File: src/rtl/program_memory_arbiter_if.sv
// ---------------------------------------------------------------------------
// program_memory_arbiter_if
// Bundles the two requester ports and the program-memory side of the
// program memory arbiter.
//   req0_i/addr0_i, req1_i/addr1_i : fetch (0) and debug (1) requests
//   gnt*_o, valid*_o, data*_o, err*_o : per-port grant and response
//   mem_address_o / mem_instruction_i : combinational program ROM port
// Modports:
//   slave  - the arbiter itself
//   master - requesters and program memory (the environment around it)
// ---------------------------------------------------------------------------
interface program_memory_arbiter_if #(
  parameter int unsigned DATA_WIDTH = 32
);
  logic                  req0_i;
  logic [DATA_WIDTH-1:0] addr0_i;
  logic                  req1_i;
  logic [DATA_WIDTH-1:0] addr1_i;
  logic                  gnt0_o;
  logic                  gnt1_o;
  logic                  valid0_o;
  logic                  valid1_o;
  logic [DATA_WIDTH-1:0] data0_o;
  logic [DATA_WIDTH-1:0] data1_o;
  logic                  err0_o;
  logic                  err1_o;
  logic [DATA_WIDTH-1:0] mem_address_o;
  logic [DATA_WIDTH-1:0] mem_instruction_i;

  modport slave (
    input  req0_i, addr0_i, req1_i, addr1_i, mem_instruction_i,
    output gnt0_o, gnt1_o, valid0_o, valid1_o,
    output data0_o, data1_o, err0_o, err1_o, mem_address_o
  );

  modport master (
    output req0_i, addr0_i, req1_i, addr1_i, mem_instruction_i,
    input  gnt0_o, gnt1_o, valid0_o, valid1_o,
    input  data0_o, data1_o, err0_o, err1_o, mem_address_o
  );
endinterface

File: src/rtl/program_memory_arbiter.sv
// ---------------------------------------------------------------------------
// program_memory_arbiter
// Shares one combinational program ROM between instruction fetch (port 0)
// and debug/loader readback (port 1). Each access takes three cycles:
// IDLE (arbitrate and latch), ACCESS (drive ROM address, grant high),
// RESP (one-cycle valid pulse with data and error flag).
// Addresses outside the text segment or not word-aligned return a NOP
// (all zeros) with the error flag set; the ROM then sees BASE_ADDR.
//
// Ports:
//   clk   - system clock, rising edge
//   reset - asynchronous, active-high reset
//   bus   - program_memory_arbiter_if.slave (requests, responses, ROM port)
//
// Configuration macro:
//   ARBITER_ROUND_ROBIN_EN - defined: round-robin tie break with a
//                            last-served pointer; undefined: port 0 always
//                            wins ties (fixed priority).
// ---------------------------------------------------------------------------
module program_memory_arbiter #(
  parameter int unsigned           MEMORY_DEPTH = 32,
  parameter int unsigned           DATA_WIDTH   = 32,
  parameter logic [DATA_WIDTH-1:0] BASE_ADDR    = 32'h0040_0000
) (
  input logic                      clk,
  input logic                      reset,
  program_memory_arbiter_if.slave  bus
);

  // Size of the text segment in bytes.
  localparam logic [DATA_WIDTH-1:0] L_SPAN = DATA_WIDTH'(4 * MEMORY_DEPTH);

  typedef enum logic [1:0] {
    S_IDLE   = 2'd0,
    S_ACCESS = 2'd1,
    S_RESP   = 2'd2
  } state_t;

  state_t                r_state;
  logic                  r_owner;      // 1: port 1 owns the current access
  logic                  r_addr_err;   // range/alignment check of latched address
  logic [DATA_WIDTH-1:0] r_mem_addr;
  logic                  r_gnt0;
  logic                  r_gnt1;
  logic                  r_valid0;
  logic                  r_valid1;
  logic [DATA_WIDTH-1:0] r_data0;
  logic [DATA_WIDTH-1:0] r_data1;
  logic                  r_err0;
  logic                  r_err1;
`ifdef ARBITER_ROUND_ROBIN_EN
  logic                  r_last1;      // 1: port 1 was served last
`endif

  logic                  w_any_req;
  logic                  w_pick1;
  logic [DATA_WIDTH-1:0] w_req_addr;
  logic                  w_req_err;

  // The wrap-around of the unsigned offset is caught by the explicit
  // below-base term.
  function automatic logic addr_error(input logic [DATA_WIDTH-1:0] addr);
    logic [DATA_WIDTH-1:0] offset;
    offset = addr - BASE_ADDR;
    return (offset >= L_SPAN) || (addr < BASE_ADDR) || (addr[1:0] != 2'b00);
  endfunction

  // Arbitration winner and the address/check of the winning request.
  always_comb begin
    w_any_req = bus.req0_i || bus.req1_i;
`ifdef ARBITER_ROUND_ROBIN_EN
    // On a tie, the port not served last wins.
    w_pick1 = bus.req1_i && (!bus.req0_i || !r_last1);
`else
    w_pick1 = bus.req1_i && !bus.req0_i;
`endif
    if (w_pick1) begin
      w_req_addr = bus.addr1_i;
    end else begin
      w_req_addr = bus.addr0_i;
    end
    w_req_err = addr_error(w_req_addr);
  end

  // Access FSM with all outputs registered.
  always_ff @(posedge clk or posedge reset) begin
    if (reset) begin
      r_state    <= S_IDLE;
      r_owner    <= 1'b0;
      r_addr_err <= 1'b0;
      r_mem_addr <= BASE_ADDR;
      r_gnt0     <= 1'b0;
      r_gnt1     <= 1'b0;
      r_valid0   <= 1'b0;
      r_valid1   <= 1'b0;
      r_data0    <= '0;
      r_data1    <= '0;
      r_err0     <= 1'b0;
      r_err1     <= 1'b0;
`ifdef ARBITER_ROUND_ROBIN_EN
      r_last1    <= 1'b1;
`endif
    end else begin
      case (r_state)
        S_IDLE: begin
          r_valid0 <= 1'b0;
          r_valid1 <= 1'b0;
          if (w_any_req) begin
            r_owner    <= w_pick1;
            r_addr_err <= w_req_err;
            // A bad address never reaches the ROM.
            r_mem_addr <= w_req_err ? BASE_ADDR : w_req_addr;
            r_gnt0     <= !w_pick1;
            r_gnt1     <= w_pick1;
`ifdef ARBITER_ROUND_ROBIN_EN
            r_last1    <= w_pick1;
`endif
            r_state    <= S_ACCESS;
          end else begin
            r_gnt0  <= 1'b0;
            r_gnt1  <= 1'b0;
            r_state <= S_IDLE;
          end
        end
        S_ACCESS: begin
          r_gnt0 <= 1'b0;
          r_gnt1 <= 1'b0;
          // Only the owner's data/err registers change.
          if (r_owner) begin
            r_data1  <= r_addr_err ? '0 : bus.mem_instruction_i;
            r_err1   <= r_addr_err;
            r_valid1 <= 1'b1;
            r_valid0 <= 1'b0;
          end else begin
            r_data0  <= r_addr_err ? '0 : bus.mem_instruction_i;
            r_err0   <= r_addr_err;
            r_valid0 <= 1'b1;
            r_valid1 <= 1'b0;
          end
          r_state <= S_RESP;
        end
        S_RESP: begin
          // Requests are ignored here; the requester updates req/addr now.
          r_valid0 <= 1'b0;
          r_valid1 <= 1'b0;
          r_gnt0   <= 1'b0;
          r_gnt1   <= 1'b0;
          r_state  <= S_IDLE;
        end
        default: begin
          r_valid0 <= 1'b0;
          r_valid1 <= 1'b0;
          r_gnt0   <= 1'b0;
          r_gnt1   <= 1'b0;
          r_state  <= S_IDLE;
        end
      endcase
    end
  end

  assign bus.gnt0_o        = r_gnt0;
  assign bus.gnt1_o        = r_gnt1;
  assign bus.valid0_o      = r_valid0;
  assign bus.valid1_o      = r_valid1;
  assign bus.data0_o       = r_data0;
  assign bus.data1_o       = r_data1;
  assign bus.err0_o        = r_err0;
  assign bus.err1_o        = r_err1;
  assign bus.mem_address_o = r_mem_addr;

endmodule
File: src/flat_wrapper.sv
// flat-port wrapper written by rule: the top's interface ports become plain ports
module program_memory_arbiter_flat 
#(
  parameter int unsigned           MEMORY_DEPTH = 32,
  parameter int unsigned           DATA_WIDTH   = 32,
  parameter logic [DATA_WIDTH-1:0] BASE_ADDR    = 32'h0040_0000
)
  (clk, reset, bus_req0_i, bus_addr0_i, bus_req1_i, bus_addr1_i, bus_mem_instruction_i, bus_gnt0_o, bus_gnt1_o, bus_valid0_o, bus_valid1_o, bus_data0_o, bus_data1_o, bus_err0_o, bus_err1_o, bus_mem_address_o);
  program_memory_arbiter_if #(.DATA_WIDTH(DATA_WIDTH)) bus_i ();
  input logic clk;
  input logic reset;
  input wire logic [$bits(bus_i.req0_i)-1:0] bus_req0_i;
  input wire logic [$bits(bus_i.addr0_i)-1:0] bus_addr0_i;
  input wire logic [$bits(bus_i.req1_i)-1:0] bus_req1_i;
  input wire logic [$bits(bus_i.addr1_i)-1:0] bus_addr1_i;
  input wire logic [$bits(bus_i.mem_instruction_i)-1:0] bus_mem_instruction_i;
  output wire logic [$bits(bus_i.gnt0_o)-1:0] bus_gnt0_o;
  output wire logic [$bits(bus_i.gnt1_o)-1:0] bus_gnt1_o;
  output wire logic [$bits(bus_i.valid0_o)-1:0] bus_valid0_o;
  output wire logic [$bits(bus_i.valid1_o)-1:0] bus_valid1_o;
  output wire logic [$bits(bus_i.data0_o)-1:0] bus_data0_o;
  output wire logic [$bits(bus_i.data1_o)-1:0] bus_data1_o;
  output wire logic [$bits(bus_i.err0_o)-1:0] bus_err0_o;
  output wire logic [$bits(bus_i.err1_o)-1:0] bus_err1_o;
  output wire logic [$bits(bus_i.mem_address_o)-1:0] bus_mem_address_o;
  assign bus_i.req0_i = bus_req0_i;
  assign bus_i.addr0_i = bus_addr0_i;
  assign bus_i.req1_i = bus_req1_i;
  assign bus_i.addr1_i = bus_addr1_i;
  assign bus_i.mem_instruction_i = bus_mem_instruction_i;
  assign bus_gnt0_o = bus_i.gnt0_o;
  assign bus_gnt1_o = bus_i.gnt1_o;
  assign bus_valid0_o = bus_i.valid0_o;
  assign bus_valid1_o = bus_i.valid1_o;
  assign bus_data0_o = bus_i.data0_o;
  assign bus_data1_o = bus_i.data1_o;
  assign bus_err0_o = bus_i.err0_o;
  assign bus_err1_o = bus_i.err1_o;
  assign bus_mem_address_o = bus_i.mem_address_o;
  program_memory_arbiter #(.MEMORY_DEPTH(MEMORY_DEPTH), .DATA_WIDTH(DATA_WIDTH), .BASE_ADDR(BASE_ADDR)) u_core (.clk(clk), .reset(reset), .bus(bus_i));
endmodule
File: config.mk
export PLATFORM = sky130hd
export DESIGN_NAME = program_memory_arbiter_flat
export DESIGN_NICKNAME = d
export VERILOG_FILES = /design/src/rtl/program_memory_arbiter_if.sv /design/src/rtl/program_memory_arbiter.sv /design/src/flat_wrapper.sv
export SDC_FILE = /design/constraint.sdc
export NUM_CORES = 1
export LEC_CHECK = 0
export ABC_AREA = 0
export ABC_CLOCK_PERIOD_IN_PS = 7200
export BUFFER_PORTS_ARGS = -buffer_cell sky130_fd_sc_hd__buf_2
export CAP_MARGIN = 20
export CORE_MARGIN = 2
export CORE_UTILIZATION = 49
export CTS_CLUSTER_SIZE = 28
export DETAILED_ROUTE_END_ITERATION = 10
export PLACE_DENSITY = 0.91
export SYNTH_ARGS = -nofsm -noshare
export SYNTH_HDL_FRONTEND = slang
export SYNTH_SLANG_ARGS = --single-unit
File: constraint.sdc
create_clock -name clk -period 7.2 [get_ports clk]
set_clock_uncertainty 0.2 [all_clocks]
set_input_delay 0 -clock clk [delete_from_list [all_inputs] [get_ports clk]]
set_output_delay 0 -clock clk [all_outputs]
set_load 0.005 [all_outputs]
==> flow_summary.ini <==
[floorplanning]
floorplan.initialDensity = 0.505
core_region_area_um2 = 8180
std_cell_rows = 33
die_height_um = 95.8
die_width_um = 95.8
io-pin-count = 202
dieArea_um2 = 9170

[clock_tree]
tritoncts.num_buffers = 9
clock_latency_ns = 0.35
ctsHoldBuffers = 56
tritoncts = yes
root_buffer = sky130_fd_sc_hd__clkbuf_8
cts_htree_levels = 3
cts-resized-gates = 0
post-cts-setup-buffer-count = 0
count_of_clock_tree_sinks = 106
clock_tree.buffer_depth = 2
clkTransAtPathRegs_ns = 0.10

[sta]
drv_slew = 0
timing.setup.tns_ns = 0
slew-limit-headroom = 0.307
final_period_minus_worst_setup_slack_ns = 3.92
worst_slack_ns = 3.28
grt_setup_unrepaired = false
worst-slew-pin-transition_ns = 1.04
period_share = 0.544
max_freq_mhz = 255
setup_violations = 0
hold_viol = 0
whs_ns = 0.0448

[global_route]
globalRouteOverflowTotal = 0
global_route_wire_length_before_repair_mm = 17.4
antenna_found_initial = 0
grt_util_all_layers = 0.248
grt_pass1_vias = 3628
grt_start_max_net_pins = 67

[layout]
antennaDiodeCount = 0
finish.net_count = 729
final.fill_count = 556
flow.area_growth_from_synthesis_pct = 45.3
layout-drive-gt1-share = 0.366

[synth]
synth.cell_area_um2 = 4130
synth_compound_area_frac = 0.101
synth_area_leaders = sky130_fd_sc_hd__dfrtp_1 (64%), sky130_fd_sc_hd__o21ai_0 (7.8%), sky130_fd_sc_hd__nand2_1 (6.9%)
library_cell_with_the_largest_summed_area_after_synthesis = sky130_fd_sc_hd__dfrtp_1
simple_gate_share_of_the_synthesized_area = 0.206
ys_ff_latch = 106
synthXorXnorAreaFrac = 0.00212
main_flop_type_after_synthesis = sky130_fd_sc_hd__dfrtp_1
synth.top_cells.by_count = sky130_fd_sc_hd__dfrtp_1 (105), sky130_fd_sc_hd__nand2_1 (76), sky130_fd_sc_hd__o21ai_0 (64)
main_combinational_cell_family_by_area_after_synthesis = simple AND/OR/NAND/NOR gates
synth_top_area_share = 0.637
ys.warnings.count = 0
syn-num-nets = 479
post_synth_inst_count = 379
muxShareOfSynthArea = 0.0218
synth-adder-area-share = 0
asyncSetResetFlopFracSynth = 1.00
synthesis.area_per_instance_um2 = 10.9
post-synth-top-count-cell = sky130_fd_sc_hd__dfrtp_1
ys_types = 30
synth_edf_count = 0
synth_seq_area_share = 0.643

[routing]
drtIter0Drc = 139
routed_wire_length_per_instance_um = 15.9
total_via_count_in_the_routed_design = 3739
routed_wl_mm = 11.7
drt_first_pass_iters = 4
avgViaCountPerCell = 5.06
route.detailed.drc = 0
detail-route-antenna-nets = 0

[worst_setup_path]
critPathArrivalTime_ns = 4.01
startpoint_type = input port
crit_type = in2reg
cp.required_ns = 7.29
crit_fanout = 6
critPathCaptureType = flip-flop

[placed_design]
place_ws_ns = 5.04
final_estimated_routing_congestion_in_global_placement = 0.746
detailed_place_hpwl_mm = 7.28
place.port_buffers = 201

[flow_run]
cap_violations = 0

[pwr]
ir_drop_v = 0.000107
power.leakage_nw = 3.15
power_per_cell_area_nw_per_um2 = 215

[worst_hold_path]
class_of_the_tightest_hold_or_removal_check = in2reg

[status]
status = complete, no violations
layout by cell type, fill, tap and decap left out, types with 2 or more instances in the layout:
master	synthesis	routed
sky130_fd_sc_hd__dfrtp_1	105	105
sky130_fd_sc_hd__mux2_2	5	5
sky130_fd_sc_hd__nor2_1	4	4
sky130_fd_sc_hd__nor3_1	3	3
sky130_fd_sc_hd__clkbuf_1	19	2
sky130_fd_sc_hd__nand4_1	2	2
sky130_fd_sc_hd__clkbuf_8	0	9
sky130_fd_sc_hd__o41ai_1	5	5
sky130_fd_sc_hd__nand2b_1	36	35
sky130_fd_sc_hd__nand2_1	76	75
sky130_fd_sc_hd__clkinv_4	0	2
sky130_fd_sc_hd__and2_1	26	26
sky130_fd_sc_hd__nor4b_1	3	3
sky130_fd_sc_hd__mux2_1	3	3
sky130_fd_sc_hd__buf_12	0	2
sky130_fd_sc_hd__dlygate4sd3_1	0	56
sky130_fd_sc_hd__o21ai_0	64	63
sky130_fd_sc_hd__nor4_1	6	6
sky130_fd_sc_hd__o21ai_1	2	2
sky130_fd_sc_hd__inv_1	6	5
sky130_fd_sc_hd__buf_2	0	201
path summary, 6_finish.rpt:
| kind | from | endpoint | slack [ns] | depth (start not counted) |
|---|---|---|---|---|
| min | bus_addr1_i[1] | u_core.r_addr_err$_DFFE_PP0P_ | 0.04 | 5 |
| max in group asynchronous | reset | u_core.bus.data1_o[27]$_DFFE_PP0P_ | 5.56 | 4 |
| min in group asynchronous | reset | u_core.bus.data1_o[19]$_DFFE_PP0P_ | 0.05 | 3 |
| min reg2reg | u_core.r_state[0]$_DFF_PP0_ | u_core.bus.gnt1_o$_DFF_PP0_ | 0.27 | 1 |
| max | bus_addr0_i[29] | u_core.bus.mem_address_o[5]$_DFFE_PP0P_ | 3.28 | 10 |
| max reg2reg | u_core.r_state[1]$_DFF_PP0_ | u_core.bus.mem_address_o[4]$_DFFE_PP0P_ | 4.45 | 6 |
worst max-delay path, stage by stage:
cell,delay [ns]
sky130_fd_sc_hd__dlygate4sd3_1,0.55
sky130_fd_sc_hd__buf_2,0.12
sky130_fd_sc_hd__nor4_1,0.22
sky130_fd_sc_hd__dlygate4sd3_1,0.63
sky130_fd_sc_hd__nand4_1,0.07
sky130_fd_sc_hd__dlygate4sd3_1,0.57
sky130_fd_sc_hd__mux2_2,0.33
sky130_fd_sc_hd__dlygate4sd3_1,0.59
sky130_fd_sc_hd__o41ai_1,0.34
sky130_fd_sc_hd__dlygate4sd3_1,0.59
layer usage:
layer  up-vias  global-route usage  routed length (µm)
met1      1774               0.315                4820
li1       1757                   -                   -
met4         0              0.0964                 333
met2       175               0.416                5810
met5         -                   0                   0
met3        33              0.0548                 760
layout make-up:
cell class                      count  area, µm²  area share
Inverter                            6       25.0     0.00417
Clock buffer                       11        131      0.0219
Multi-Input combinational cell    246       1380       0.229
Tap cell                          105        131      0.0219
Sequential cell                   106       2650       0.443
Clock inverter                      5       63.8      0.0106
Timing Repair Buffer              260       1610       0.269
sequential cells by signal (all words and copies together), names as in the netlist:
name                      count
u_core.r_owner                1
u_core.bus.data0_o           32
u_core.bus.valid0_o           1
u_core.bus.gnt1_o             1
u_core.bus.valid1_o           1
u_core.bus.err1_o             1
u_core.r_addr_err             1
u_core.r_state                2
u_core.bus.gnt0_o             1
u_core.bus.err0_o             1
u_core.bus.mem_address_o     32
u_core.bus.data1_o           32
power breakdown:
part	switching, mW	internal (mW)
Combinational	0.176	0.104
Sequential	0.0184	0.628
Clock	0.195	0.164
per-stage QoR:
step	power [mW]	util	std cells	area [µm²]
final	1.29	0.733	739	5990
after global routing	1.35	0.733	739	5990
after CTS	1.27	0.728	737	5950
after detailed placement	0.884	0.636	665	5200
after global placement	0.871	0.636	665	5200
after floorplan	0.796	-	379	4130
cell families after synthesis:
family	after synthesis
AOI/OAI and AO/OA	76
xor gates and xnor gates	1
buffers and inverters	27
DFF	106
muxes	8
and+or+nand+nor	161
Power figures use the tool's default switching activity.
